File: src/rtl/fetch_stage.sv
// Instruction-fetch stage: owns the PC, drives the word-indexed imem, fills IF/ID.
// Optional FETCH_PERF_EN macro adds fetch/stall performance counters.
module fetch_stage #(
    parameter logic [31:0] RESET_PC  = 32'h0000_0000,
    parameter logic [31:0] NOP_INSTR = 32'h0000_0000
) (
    input  logic        clk,
    input  logic        reset,
    output logic [31:0] imem_addr,
    input  logic [31:0] imem_instr,
    input  logic        stall,
    input  logic        redirect_valid,
    input  logic [31:0] redirect_target,
    output logic [31:0] pc,
    output logic        ifid_valid,
    output logic [31:0] ifid_instr,
    output logic [31:0] ifid_pc,
    output logic [31:0] ifid_pc_plus4
`ifdef FETCH_PERF_EN
    ,
    output logic [31:0] perf_fetch_count,
    output logic [31:0] perf_stall_count
`endif
);

    logic [31:0] pc_q, pc_d;
    logic        ifid_valid_q, ifid_valid_d;
    logic [31:0] ifid_instr_q, ifid_instr_d;
    logic [31:0] ifid_pc_q, ifid_pc_d;
    logic [31:0] ifid_pc_plus4_q, ifid_pc_plus4_d;

    logic        jmp;
    logic        load_en;
    logic [31:0] jump_target;
    logic [31:0] pc_plus4;

    // J (000010) and JAL (000011) differ only in opcode bit 26.
    assign jmp         = ifid_valid_q && (ifid_instr_q[31:27] == 5'b00001);
    assign jump_target = {ifid_pc_plus4_q[31:28], ifid_instr_q[25:0], 2'b00};
    assign pc_plus4    = pc_q + 32'd4;
    assign load_en     = !redirect_valid && !stall;

    always_comb begin
        pc_d            = pc_q;
        ifid_valid_d    = ifid_valid_q;
        ifid_instr_d    = ifid_instr_q;
        ifid_pc_d       = ifid_pc_q;
        ifid_pc_plus4_d = ifid_pc_plus4_q;
        if (redirect_valid) begin
            // Flush leaves ifid_pc/ifid_pc_plus4 untouched; only valid/instr are cleared.
            pc_d         = {redirect_target[31:2], 2'b00};
            ifid_valid_d = 1'b0;
            ifid_instr_d = NOP_INSTR;
        end else if (load_en) begin
            ifid_valid_d    = 1'b1;
            ifid_instr_d    = imem_instr;
            ifid_pc_d       = pc_q;
            ifid_pc_plus4_d = pc_plus4;
            pc_d            = jmp ? jump_target : pc_plus4;
        end
    end

    always_ff @(posedge clk) begin
        if (reset) begin
            pc_q            <= {RESET_PC[31:2], 2'b00};
            ifid_valid_q    <= 1'b0;
            ifid_instr_q    <= NOP_INSTR;
            ifid_pc_q       <= 32'd0;
            ifid_pc_plus4_q <= 32'd0;
        end else begin
            pc_q            <= pc_d;
            ifid_valid_q    <= ifid_valid_d;
            ifid_instr_q    <= ifid_instr_d;
            ifid_pc_q       <= ifid_pc_d;
            ifid_pc_plus4_q <= ifid_pc_plus4_d;
        end
    end

    assign imem_addr     = {2'b00, pc_q[31:2]};
    assign pc            = pc_q;
    assign ifid_valid    = ifid_valid_q;
    assign ifid_instr    = ifid_instr_q;
    assign ifid_pc       = ifid_pc_q;
    assign ifid_pc_plus4 = ifid_pc_plus4_q;

`ifdef FETCH_PERF_EN
    logic [31:0] fetch_count_q, fetch_count_d;
    logic [31:0] stall_count_q, stall_count_d;

    always_comb begin
        fetch_count_d = fetch_count_q + {31'd0, load_en};
        stall_count_d = stall_count_q + {31'd0, (!redirect_valid && stall)};
    end

    always_ff @(posedge clk) begin
        if (reset) begin
            fetch_count_q <= 32'd0;
            stall_count_q <= 32'd0;
        end else begin
            fetch_count_q <= fetch_count_d;
            stall_count_q <= stall_count_d;
        end
    end

    assign perf_fetch_count = fetch_count_q;
    assign perf_stall_count = stall_count_q;
`endif

endmodule

File: config.mk
export PLATFORM = sky130hd
export DESIGN_NAME = fetch_stage
export DESIGN_NICKNAME = d
export VERILOG_FILES = /design/src/rtl/fetch_stage.sv
export SDC_FILE = /design/constraint.sdc
export NUM_CORES = 1
export LEC_CHECK = 0
export CORE_ASPECT_RATIO = 0.75
export CORE_MARGIN = 3
export CORE_UTILIZATION = 45
export DETAILED_ROUTE_END_ITERATION = 10
export DONT_BUFFER_PORTS = 1
export MAX_ROUTING_LAYER = met4
export SLEW_MARGIN = 20
export SYNTH_ARGS = -nofsm -noshare
export SYNTH_HDL_FRONTEND = slang
export SYNTH_SLANG_ARGS = --single-unit
File: constraint.sdc
create_clock -name clk -period 3 [get_ports clk]
set_clock_uncertainty 0.2 [all_clocks]
set_input_delay 0.45 -clock clk [delete_from_list [all_inputs] [get_ports clk]]
set_output_delay 0.45 -clock clk [all_outputs]
set_load 0.05 [all_outputs]
==> metrics.csv <==
metric,value,unit
Avg WL per Cell,20.6,um
CTS tree,yes,
non-filler instance count after layout,902,
Period minus WS final,2.64,ns
1st-iter DRT viols,313,
Power per Cell Area,673,nW/um^2
CP Class,reg2reg,
root buffer cell,clkbuf_16,
maximum clock frequency,378,MHz
core area,12600,um^2
num rows,35,
antenna violation net count after detailed routing,0,
Inserted Diodes,0,
Initial Util,0.470,
port bufs,0,
initial antenna violation count,0,
first-pass GRT wire length,29500,um
die height,105,um
RSZ-0062 raised after global routing,false,
total setup buffers inserted after CTS,0,
post-synthesis cell area,5910,um^2
reg2reg start,pc[3],
Final Hold Viols,0,
kind of start point of the critical path,flop,
Die ar.,14600,um^2
LEAKAGE,2.56,nW
Inst Count DP,839,
crit share post-route,0.881,
die width,138,um
"CTS clk-pin slew, worst paths",0.06,ns
Crit path arrival time,2.77,ns
cell count after synthesis,722,
vias per std cell,5.77,
io pins,229,
Register Area,2540,um^2
Synth Warn #,0,
Slew @ Worst Pin,1.16,ns
H-tree depth,4,
worst skew pair latency,0.41,ns
"wirelength, routed",18500,um
Synth Area per Inst,8.18,um^2
CP startpoint,pc[3],
"Setup violations, final",0,
sequential-to-total area share from yosys stat,0.430,
"Slew Viols, Final",0,
Initial DRT Pass Iterations,7,
clk buf depth,2,
critical-path maximum fanout,14,
vias in the first global route,5243,
drt drc,0,
max_slew headroom,0.223,
number of synthesized flops with an enable pin,0,
Cell variety after synth,51,
gr usage total,0.262,
Synth Register Bits,127,
TritonCTS Buffers,17,
area occupied by multi-input gates,2740,um^2
min-delay src,redirect_target[5],
Hold Crit Class,in2reg,
setup_tns,0,ns
CP endpoint kind,flop,
share of cells above drive strength 1,0.109,
Worst Path Required,3.12,ns
pin count of the biggest net entering global routing,73,
"Area growth, synth to finish",15.2,%
Final Wtd Congestion,0.855,
routed vias,5207,
clock sinks,127,
Fill cells,1171,
predominant post-synthesis flop cell,dfxtp_1,
DP Area,5900,um^2
fin util,0.542,
Post-synth ARST share,0,
Worst VDD drop,0.410,mV
status,finished clean,
hpwl dp,12600,um
"Design Area, Final",6810,um^2
fin nets,796,
total grt overflow,0,
MaxCap Viol Count,0,
==> metrics by stage <==
step	setup slack, ns	hold slack, ns	power (mW)
after floorplan	0.402	0.241	2.60
after global placement	0.359	0.291	2.65
after detailed placement	0.345	0.290	2.67
after CTS	0.338	0.000721	4.61
after global routing	0.171	0.00314	4.75
final	0.356	0.0117	4.58
==> Yosys cell counts (2+ instances only) <==
cell type    n  area, um^2
o22ai_1     10        62.6
nor3_1      12        60.1
inv_1       20        75.1
a221oi_1     2        17.5
clkbuf_4     2        15.0
xnor2_1     23         201
buf_2        2        10.0
and4_1       2        17.5
and3_1       3        18.8
nand3_1     12        60.1
a31oi_1     12        75.1
dfxtp_1    127        2540
nand4_1      9        56.3
buf_4       36         270
nor2_1      80         300
o2bb2ai_1   11        96.3
nand2_1    118         443
xor2_1       3        26.3
o21bai_1    11        82.6
a21oi_1     66         330
nand2b_1     2        12.5
nor4_1       7        43.8
and4_4       2        22.5
and2_1       3        18.8
mux2i_1     33         330
clkbuf_1    43         161
buf_1        2        7.51
buf_6        3        33.8
clkbuf_8     3        41.3
o21ai_0     15        75.1
o32ai_1      2        17.5
a211oi_1    22         165
a311oi_1     3        26.3
or3_1        4        25.0
==> layer usage <==
metal	part of all wire	vias to the layer above	track usage
met5	0	-	-
met3	0.092	22	0.0952
met1	0.41	2471	0.308
met4	0.021	0	0.0705
li1	-	2480	-
met2	0.48	234	0.428
==> logic make-up after synthesis <==
group	after synthesis	synth area share
other	1	0.000635
XOR/XNOR	26	0.0385
buffers and inverters	113	0.108
adder cells (fa/ha/maj)	1	0.00212
AO/OA/AOI/OAI	160	0.169
multiplexers	34	0.0578
AND/OR/NAND/NOR	260	0.194
flip-flops	127	0.430
==> power by group <==
part | leakage (nW) | internal [mW] | switching, mW
logic | 1.26 | 0.193 | 0.455
registers | 1.04 | 1.77 | 0.267
clock network | 0.262 | 1.18 | 0.716
==> final timing paths <==
| kind | end | slack (ns) | cells past startpoint |
|---|---|---|---|
| worst min-delay path | pc[5] | 0.01 | 2 |
| worst max register to register | ifid_pc_plus4[31] | 0.36 | 5 |
| worst min register to register | ifid_pc[26] | 0.31 | 2 |
| worst max-delay path | ifid_pc_plus4[31] | 0.36 | 5 |
==> cells in the final DEF (no fill, tap or decap), types with 20 or more instances in the layout <==
| master | instances |
|---|---|
| a211oi_1 | 22 |
| a21oi_1 | 66 |
| buf_4 | 42 |
| dfxtp_1 | 127 |
| dlygate4sd3_1 | 34 |
| inv_1 | 20 |
| mux2i_1 | 33 |
| nand2_1 | 118 |
| nor2_1 | 79 |
| xnor2_1 | 23 |
==> layout make-up <==
class                   instances  area share
inverters                      20      0.0110
flip-flops and latches        127       0.374
multi-input cells             483       0.403
clock buffers                  21      0.0691
well taps                     166      0.0305
clock inverters                 7     0.00956
repair buffers                 78       0.103
==> registers in the layout (all words and copies together), names as in the netlist <==
signal and flops:
ifid_pc_plus4 30, ifid_instr 32, ifid_pc 32, pc 32, ifid_valid 1
==> repair_timing <==
item,4_1_cts,5_1_grt
hold buffers,35,0
endpoints found under the hold margin,101,0
gates resized for setup,0,0
==> critical path, stage by stage, from the launching register on <==
cell      delay [ns]
dfxtp_1         0.33
buf_4           0.32
and4_2          0.32
nand3_1         0.46
or4_1           0.66
a311oi_1        0.25
No activity file was read; power rests on OpenSTA's default activity.
